File: src/rtl/key_conditioner.sv
// key_conditioner: synchronizes, debounces and edge-detects three active-low
// push-buttons (start, stop, show), producing debounced levels and one-cycle
// press pulses.
// Optional macro KEY_MUTEX_EN: when defined, coincident press pulses are
// reduced to the single highest-priority one (stop > start > show).

// One debounce channel: 2-flop synchronizer, stable level and hold counter.
module key_conditioner_lane #(
    parameter int DEB_CYCLES = 500000,
    parameter int CNT_W      = 20
) (
    input  logic i_clk,
    input  logic i_rst,
    input  logic i_key_n,
    output logic o_level,
    output logic o_rise
);
    localparam logic [CNT_W-1:0] CNT_LAST = CNT_W'(DEB_CYCLES - 1);

    logic [1:0]       sync_q, sync_d;
    logic             stable_q, stable_d;
    logic [CNT_W-1:0] cnt_q, cnt_d;
    logic             key_lvl;

    // Debounce: count consecutive mismatches, accept the new level on the
    // DEB_CYCLES-th one; any matching sample restarts the count.
    always_comb begin
        sync_d   = {sync_q[0], i_key_n};
        key_lvl  = ~sync_q[1];
        stable_d = stable_q;
        cnt_d    = cnt_q;
        o_rise   = 1'b0;
        if (key_lvl == stable_q) begin
            cnt_d = '0;
        end else if (cnt_q == CNT_LAST) begin
            stable_d = key_lvl;
            cnt_d    = '0;
            o_rise   = key_lvl;
        end else begin
            cnt_d = cnt_q + 1'b1;
        end
    end

    // State registers; reset loads the released (high) raw level.
    always_ff @(posedge i_clk) begin
        if (i_rst) begin
            sync_q   <= 2'b11;
            stable_q <= 1'b0;
            cnt_q    <= '0;
        end else begin
            sync_q   <= sync_d;
            stable_q <= stable_d;
            cnt_q    <= cnt_d;
        end
    end

    assign o_level = stable_q;
endmodule

module key_conditioner #(
    parameter int DEB_CYCLES = 500000,
    parameter int CNT_W      = 20
) (
    input  logic       i_clk,
    input  logic       i_rst,
    input  logic [2:0] i_key_n,
    output logic       o_start,
    output logic       o_stop,
    output logic       o_show,
    output logic [2:0] o_key_level
);
    logic [2:0] rise;
    logic [2:0] pulse_q, pulse_d;

    for (genvar k = 0; k < 3; k++) begin : g_lane
        key_conditioner_lane #(
            .DEB_CYCLES(DEB_CYCLES),
            .CNT_W     (CNT_W)
        ) u_lane (
            .i_clk  (i_clk),
            .i_rst  (i_rst),
            .i_key_n(i_key_n[k]),
            .o_level(o_key_level[k]),
            .o_rise (rise[k])
        );
    end

    // Pulse selection; bit order is [0]=start, [1]=stop, [2]=show.
    always_comb begin
        pulse_d = rise;
`ifdef KEY_MUTEX_EN
        // Losers are dropped, not deferred.
        if (rise[1])      pulse_d = 3'b010;
        else if (rise[0]) pulse_d = 3'b001;
`endif
    end

    // Registered pulses line up with the stable-level update.
    always_ff @(posedge i_clk) begin
        if (i_rst) pulse_q <= '0;
        else       pulse_q <= pulse_d;
    end

    assign o_start = pulse_q[0];
    assign o_stop  = pulse_q[1];
    assign o_show  = pulse_q[2];
endmodule

File: config.mk
export PLATFORM = sky130hd
export DESIGN_NAME = key_conditioner
export DESIGN_NICKNAME = d
export VERILOG_FILES = /design/src/rtl/key_conditioner.sv
export SDC_FILE = /design/constraint.sdc
export NUM_CORES = 1
export LEC_CHECK = 0
export ABC_CLOCK_PERIOD_IN_PS = 2650
export CORE_MARGIN = 10
export CORE_UTILIZATION = 35
export DETAILED_ROUTE_END_ITERATION = 6
export GPL_ROUTABILITY_DRIVEN = 0
export PLACE_DENSITY = 0.61
export SYNTH_ARGS = -nofsm -noshare
export SYNTH_HDL_FRONTEND = slang
export SYNTH_SLANG_ARGS = --single-unit
File: constraint.sdc
create_clock -name i_clk -period 2.65 [get_ports i_clk]
set_input_delay 0.3975 -clock i_clk [delete_from_list [all_inputs] [get_ports i_clk]]
set_output_delay 0.3975 -clock i_clk [all_outputs]
set_load 0.01 [all_outputs]
After elaboration in Yosys (flattened, before gate mapping)
Index checks and enable logic that the tools add are counted.

storage, ports and cells
  register bits after elaboration = 72
  word-level logic and storage cells = 39
  output and inout port bits = 6

operators by class
  eq/ne operators = 6
  reduce and logical (&&, ||, !) cells = 9
  $add $sub $neg = 3
  bitwise operators = 9

operator list
  operator               count
  $add 20x1->20 const B  3
  $eq 20x19->1 const B   3
  $reduce_or 3->1        6
  $not 1->1              9
  $reduce_and 2->1       3
  $eq 1x1->1             3

Logic depth before layout (Yosys ltp)
Gate-level depths: netlist (run 1).

  depth after elaboration = 4
  depth in mapped cells = 6
  depth with buffers taken out = 5

Cells and area by module
From an unflattened synthesis (run 1), not the netlist that was laid out.

unflattened totals
  cell total of the unflattened synthesis = 351
  area total of the unflattened synthesis = 3,239.4 um2

modules (own cells, without submodules)
  module                times used  cells an instance  area each (um2)
  key_conditioner_lane  3           115                1,053.5
  key_conditioner       1           6                  78.8

Least setup slack after synthesis (run 1)
No wires, ideal clock.

  path kind = reg2reg
  from = register g_lane[1].u_lane.cnt_q[0]
  to = register g_lane[1].u_lane.cnt_q[18]
  cell stages (with the launch flop) = 6
  slack = 720 ps
  setup time = 70 ps
  arrival = 1,861 ps
  clock period less this slack = 1,930 ps
  cell sequence = dfxtp_1 ha_1 nand4_1 or4_1 or4_1 a21oi_1

between the ends
  cells in the longest elaborated chain, start to end = 2

ends and longest elaborated chain
  what                                                   line  text
  start: declaration                                     22    logic [CNT_W-1:0] cnt_q, cnt_d;
  start signal: assignment                               53    cnt_q <= cnt_d;
  branches (longest 2 deep; another with $add 20x1->20)  --

Parallel ways; which one is timed is not known.
A chain may end at the register's enable or synchronous reset.

Worst setup path after layout (run 1)
Ends and elaborated chain as after synthesis.

==> summary.txt, run 1 <==
status - complete, no violations
Root Buffer - clkbuf_8
initial antenna violation count - 0
Tot GR Track Use - 10.2%
crit path DAT - 2.42 ns
startpoint types - flip-flop
Core Box Area - 8810 um2
DRC viols - 0
Synth Warn # - 0
io pins - 11
Crit-path slowest cell - or4_1
leading area contributor after synthesis - dfxtp_1
Resize count post-CTS - 0
Starting Density - 36.3%
clock network fraction of design power - 49.1%
hold_ws - 0.410 ns
total gr overflow - 0
Layout fillers - 872
Placement Rows - 34
Tcrit/Tclk final - 81.1%
Sw Ratio - 20.0%
CTS max path bufs - 2
Met3 Wirelength - 159 um
die width - 116 um
HP Class - flip-flop to flip-flop
unrepaired setup endpoints after global routing - no
DIE HEIGHT - 116 um
Layout Utilization - 41.6%
Crit path top cell by count - or4_1
worst slack at placement - 0.547 ns
Reg2Reg Setup Slack - 0.50 ns
critical path endpoint - g_lane[1].u_lane.cnt_q[18]
worst-path fanout max - 5
R2R depth - 5
sw power - 0.439 mW
Worst path max stage delay - 0.64 ns
Comb pwr share - 1.3%
Mapped Avg Cell Area - 8.81 um2
WL met1 - 3.11 mm
total iterations of the first detailed-routing run - 4
largest net degree at the start of global routing - 17
Worst-path clk slew - 0.08 ns
# Post-CTS Setup Buffers - 0
skew final - 0.0107 ns
die area - 13400 um2
TritonCTS clock tree - built
most common cell after layout, fill and taps aside - dfxtp_1
Yosys top cell area share - 45.1%
Final min period - 2.15 ns
post-synthesis cell area - 3200 um2
RR Endpoint - g_lane[1].u_lane.cnt_q[18]
Max-Cap Viols - 0
drt via density - 5.14
DP Area - 3410 um2
Area growth syn-to-layout - 14.6%
Critical Path Source - g_lane[1].u_lane.cnt_q[0]
sequential share of power - 49.7%
f_max - 466 MHz
Post-Syn Nets - 371
Fin Setup TNS - 0 ns
design area - 3660 um2
hold buffers post-CTS - 0
P_leak - 1.03 nW
layout cell share with drive strength beyond 1 - 9.64%
Crit path required time - 2.92 ns
crit path cell chain - ha_1 -> nand4_1 -> or4_1 -> or4_1 -> a21oi_1
WL/cell - 12.8 um
fin. max-slew vios - 0
Final setup viols - 0
Layout Cells excl Fill - 492
number of global-route vias before repair - 2460
Crit Path Class - flip-flop to flip-flop
Num CTS Buffers - 9
reg2reg start - g_lane[1].u_lane.cnt_q[0]
synth top area cells - dfxtp_1 45%, xnor2_1 9.6%, nor2_1 6.9%
distinct cell type count after synthesis - 41
Pint - 1.76 mW
commonest cells after routing, fill and taps aside - 72 x dfxtp_1, 59 x nor2_1, 35 x xnor2_1, 24 x nand3_1, 21 x nor4_1
initial DRC count - 180
critical path capture point type - flip-flop
# nets final - 387
clock latency on the worst-skew pair - 0.35 ns
Seq/Total Area, Yosys - 45.1%
highest metal used - met4
first-pass GRT wire length - 11.2 mm
Gate Count Post-Synth - 363
Clock Sinks - 72
Yosys reg bits - 72
Tightest Pin Transition - 0.556 ns
port bufs - 10
final hold vios - 0
VDD IR max - 227 uV
Pwr Density - 599 nW/um2
via count - 2528
routed wl met2 - 2.85 mm
relative slew slack - 62.6%
dpl hpwl - 4.46 mm
htree depth - 3
post-layout worst setup margin - 0.502 ns
WL final - 6.28 mm
number of diodes - 0
Placed Instances - 476
post-route ant nets - 0
Pwr Total - 2.20 mW
## worst min-delay path by stage
stage | cells past startpoint | endpoint | startpoint | slack [ns]
5_1_grt | 1 | g_lane[1].u_lane.sync_q[1] | g_lane[1].u_lane.sync_q[0] | 0.42
3_3_place_gp | 1 | g_lane[1].u_lane.sync_q[1] | g_lane[1].u_lane.sync_q[0] | 0.39
2_1_floorplan | 1 | g_lane[0].u_lane.sync_q[1] | g_lane[0].u_lane.sync_q[0] | 0.39
3_5_place_dp | 1 | g_lane[2].u_lane.sync_q[1] | g_lane[2].u_lane.sync_q[0] | 0.39
4_1_cts | 1 | g_lane[0].u_lane.sync_q[1] | g_lane[0].u_lane.sync_q[0] | 0.41
6_report | 1 | g_lane[1].u_lane.sync_q[1] | g_lane[1].u_lane.sync_q[0] | 0.41
## Yosys cell counts (all sizes together)
| cell type | n |
|---|---|
| dfxtp | 72 |
| nor2 | 59 |
| xnor2 | 35 |
| nand3 | 24 |
| nor4 | 22 |
| nand4 | 18 |
| nand2 | 16 |
| nor3 | 13 |
| inv | 11 |
| a21oi | 10 |
| or2 | 10 |
| xor2 | 10 |
| or4 | 8 |
| buf | 7 |
| o21ai | 7 |
| or3 | 5 |
| and3 | 4 |
| mux2i | 4 |
| clkbuf | 3 |
| ha | 3 |
| nor4b | 3 |
| nor4bb | 3 |
| o31ai | 3 |
| and2 | 2 |
| nand2b | 2 |
| a211oi | 1 |
| a21bo | 1 |
| a31o | 1 |
| a31oi | 1 |
| and4 | 1 |
| nand3b | 1 |
| o21bai | 1 |
| o221ai | 1 |
| or3b | 1 |
## worst max-delay path: cells and delay by family (launching register included)
kind	cells	cell delay, ns
DFF	1	0.40
adders and majority gates	1	0.24
and+or+nand+nor	3	1.29
AOI/OAI and AO/OA	1	0.15
## cell families after synthesis
logic type	Yosys count	share of synthesized area, %
AND/OR/NAND/NOR	192	31.7
adder cells (fa/ha/maj)	3	1.17
flip-flops	72	45.1
buffers and inverters	21	3.17
XOR/XNOR	45	12.3
multiplexers	4	1.25
AO/OA/AOI/OAI	26	5.36
## final cells by class
| type | instances | area, um2 | area share, % |
|---|---|---|---|
| sequential | 72 | 1440 | 39.3 |
| inverter | 11 | 41.3 | 1.13 |
| clock buffer | 10 | 138 | 3.76 |
| multi-input combinational | 270 | 1660 | 45.2 |
| timing repair buffer | 15 | 138 | 3.76 |
| clock inverter | 6 | 115 | 3.14 |
| tap | 108 | 135 | 3.69 |
## per-layer routing
metal	track usage, %	up-vias
met5	0	-
met4	6.08	0
met3	2.48	11
met2	15.5	26
met1	12.8	1173
li1	-	1318
## power groups by stage
stage	registers, mW	clock network, mW	logic, mW
CTS	1.09	1.11	0.0287
floorplan	1.11	0	0.0157
detailed placement	1.12	0	0.0286
finish	1.09	1.08	0.0281
global placement	1.12	0	0.0285
global route	1.09	1.15	0.0319
## registers in the layout, indices dropped and copies added (netlist names)
signal	cells
g_lane.u_lane.cnt_q	60
g_lane.u_lane.sync_q	6
pulse_q	3
g_lane.u_lane.o_level	3
Power figures use the tool's default switching activity.
==> inputs of run 2 (changes only) <==
--- a/config.mk
+++ b/config.mk
@@ -5,12 +5,12 @@
 export SDC_FILE = /design/constraint.sdc
 export NUM_CORES = 1
 export LEC_CHECK = 0
-export ABC_CLOCK_PERIOD_IN_PS = 2650
+export ABC_CLOCK_PERIOD_IN_PS = 1900
 export CORE_MARGIN = 10
 export CORE_UTILIZATION = 35
 export DETAILED_ROUTE_END_ITERATION = 6
 export GPL_ROUTABILITY_DRIVEN = 0
-export PLACE_DENSITY = 0.61
+export PLACE_DENSITY = 0.63
 export SYNTH_ARGS = -nofsm -noshare
 export SYNTH_HDL_FRONTEND = slang
 export SYNTH_SLANG_ARGS = --single-unit
==> constraint.sdc (replaced) <==
create_clock -name i_clk -period 1.9 [get_ports i_clk]
set_input_delay 0.285 -clock i_clk [delete_from_list [all_inputs] [get_ports i_clk]]
set_output_delay 0.285 -clock i_clk [all_outputs]
set_load 0.01 [all_outputs]
==> summary.txt, run 2 (synthesized netlist as in run 1, its figures left out) <==
R2R depth - 5
post-route ant nets - 0
crit path DAT - 2.08 ns
initial antenna violation count - 0
reg2reg start - g_lane[1].u_lane.cnt_q[9]
die width - 116 um
number of diodes - 0
HP Class - flip-flop to flip-flop
Buf/Inv on CP - 1
VDD IR max - 334 uV
WL/cell - 12.6 um
Critical Path Source - g_lane[1].u_lane.cnt_q[9]
status - complete, no violations
max reg flops - 60
sw power - 0.601 mW
f_max - 541 MHz
htree depth - 3
Resize count post-CTS - 0
Placed Instances - 509
dpl hpwl - 4.84 mm
Final setup viols - 0
clock latency on the worst-skew pair - 0.34 ns
Reg2Reg Setup Slack - 0.05 ns
Core Box Area - 8810 um2
Layout fillers - 846
Worst path max stage delay - 0.56 ns
total gr overflow - 0
fin. max-slew vios - 0
Starting Density - 36.3%
WL final - 6.64 mm
P_leak - 1.21 nW
io pins - 11
sequential share of power - 49.3%
# nets final - 420
clock network fraction of design power - 49.1%
Crit-path slowest cell - or4_1
final hold vios - 0
critical path endpoint - g_lane[1].u_lane.cnt_q[18]
first-pass GRT wire length - 11.7 mm
Pint - 2.48 mW
Clock Sinks - 72
Area growth syn-to-layout - 23.8%
Largest Register - g_lane.u_lane.cnt_q
# Post-CTS Setup Buffers - 0
relative slew slack - 69.5%
Crit path required time - 2.13 ns
Placement Rows - 34
Final min period - 1.85 ns
Crit Path Class - flip-flop to flip-flop
Worst path depth - 5
port bufs - 10
total iterations of the first detailed-routing run - 4
worst-path fanout max - 7
drt via density - 4.99
DRC viols - 0
Num CTS Buffers - 9
Max-Cap Viols - 0
Largest regs - g_lane.u_lane.cnt_q: 60 flops, g_lane.u_lane.sync_q: 6 flops
critical path capture point type - flip-flop
RR Endpoint - g_lane[1].u_lane.cnt_q[18]
commonest cells after routing, fill and taps aside - 70 x dfxtp_1, 59 x nor2_1, 36 x buf_4, 35 x xnor2_1, 24 x nand3_1
Top delay family on crit path - simple AND/OR/NAND/NOR gates
initial DRC count - 146
hold_ws - 0.415 ns
Layout Cells excl Fill - 525
TritonCTS clock tree - built
CTS max path bufs - 2
most common cell after layout, fill and taps aside - dfxtp_1
skew final - 0.00523 ns
Sw Ratio - 19.5%
via count - 2622
Comb pwr share - 1.5%
crit path cell chain - or4_1 -> or4_4 -> o21bai_4 -> buf_4 -> a21oi_1
DIE HEIGHT - 116 um
Root Buffer - clkbuf_8
number of global-route vias before repair - 2547
Tcrit/Tclk final - 97.4%
unrepaired setup endpoints after global routing - yes
layout cell share with drive strength beyond 1 - 18.0%
hold buffers post-CTS - 0
startpoint types - flip-flop
die area - 13400 um2
Layout Utilization - 45.0%
Pwr Density - 779 nW/um2
Tightest Pin Transition - 0.452 ns
Tot GR Track Use - 10.8%
Worst-path clk slew - 0.08 ns
largest net degree at the start of global routing - 18
## run 2: cell types whose count changed in the layout (fill, tap and decap cells not counted), moves of 2 or more
cell and change:
dfxtp_2 +2, buf_4 +31, ha_1 -2, dfxtp_1 -2
## run 2: how the worst min path moves through the flow
stage	from	to	slack, ns	cells after the start
finish	g_lane[1].u_lane.sync_q[0]	g_lane[1].u_lane.sync_q[1]	0.42	1
global route	g_lane[1].u_lane.sync_q[0]	g_lane[1].u_lane.sync_q[1]	0.43	1
CTS	g_lane[1].u_lane.sync_q[0]	g_lane[1].u_lane.sync_q[1]	0.42	1
detailed placement	g_lane[1].u_lane.sync_q[0]	g_lane[1].u_lane.sync_q[1]	0.40	1
global placement	g_lane[1].u_lane.sync_q[0]	g_lane[1].u_lane.sync_q[1]	0.39	1
floorplan	i_key_n[0]	g_lane[0].u_lane.sync_q[0]	0.39	1
## run 2: layout make-up
cell class	instances	area [um2]	area share [%]
Clock buffer	11	151	3.82
Tap cell	108	135	3.41
Sequential cell	72	1440	36.5
Inverter	11	41.3	1.04
Timing Repair Buffer	48	402	10.1
Clock inverter	5	103	2.59
Multi-Input combinational cell	270	1680	42.5
## run 2: power by group through the flow
stage / clock network [mW] / registers, mW / logic, mW
3_3_place_gp: 0 / 1.56 / 0.0464
5_1_grt: 1.61 / 1.52 / 0.0524
2_1_floorplan: 0 / 1.55 / 0.0219
4_1_cts: 1.55 / 1.52 / 0.0470
6_report: 1.52 / 1.52 / 0.0469
3_5_place_dp: 0 / 1.56 / 0.0467
## run 2: routing by layer
layer	vias to the layer above	wire (um)	track usage (%)
li1	1380	-	-
met3	10	211	2.33
met5	-	0	0
met4	0	143	6.17
met2	25	3050	17.2
met1	1207	3230	13.3
## run 2: worst reg2reg max path, cell delays in order (launching register included)
cell	delay, ns
dfxtp_1	0.31
or4_1	0.56
or4_4	0.53
o21bai_4	0.13
buf_4	0.17
a21oi_1	0.05
## run 2: stage by stage
stage	TNS, ns	setup WS [ns]	power [mW]	cell area [um2]
after floorplan	0	0.00397	1.58	3200
after global placement	0	0.0735	1.60	3680
after detailed placement	0	0.0277	1.60	3680
after CTS	0	0.0182	3.12	3930
after global routing	-0.0377	-0.00952	3.19	3960
final	0	0.0499	3.08	3960
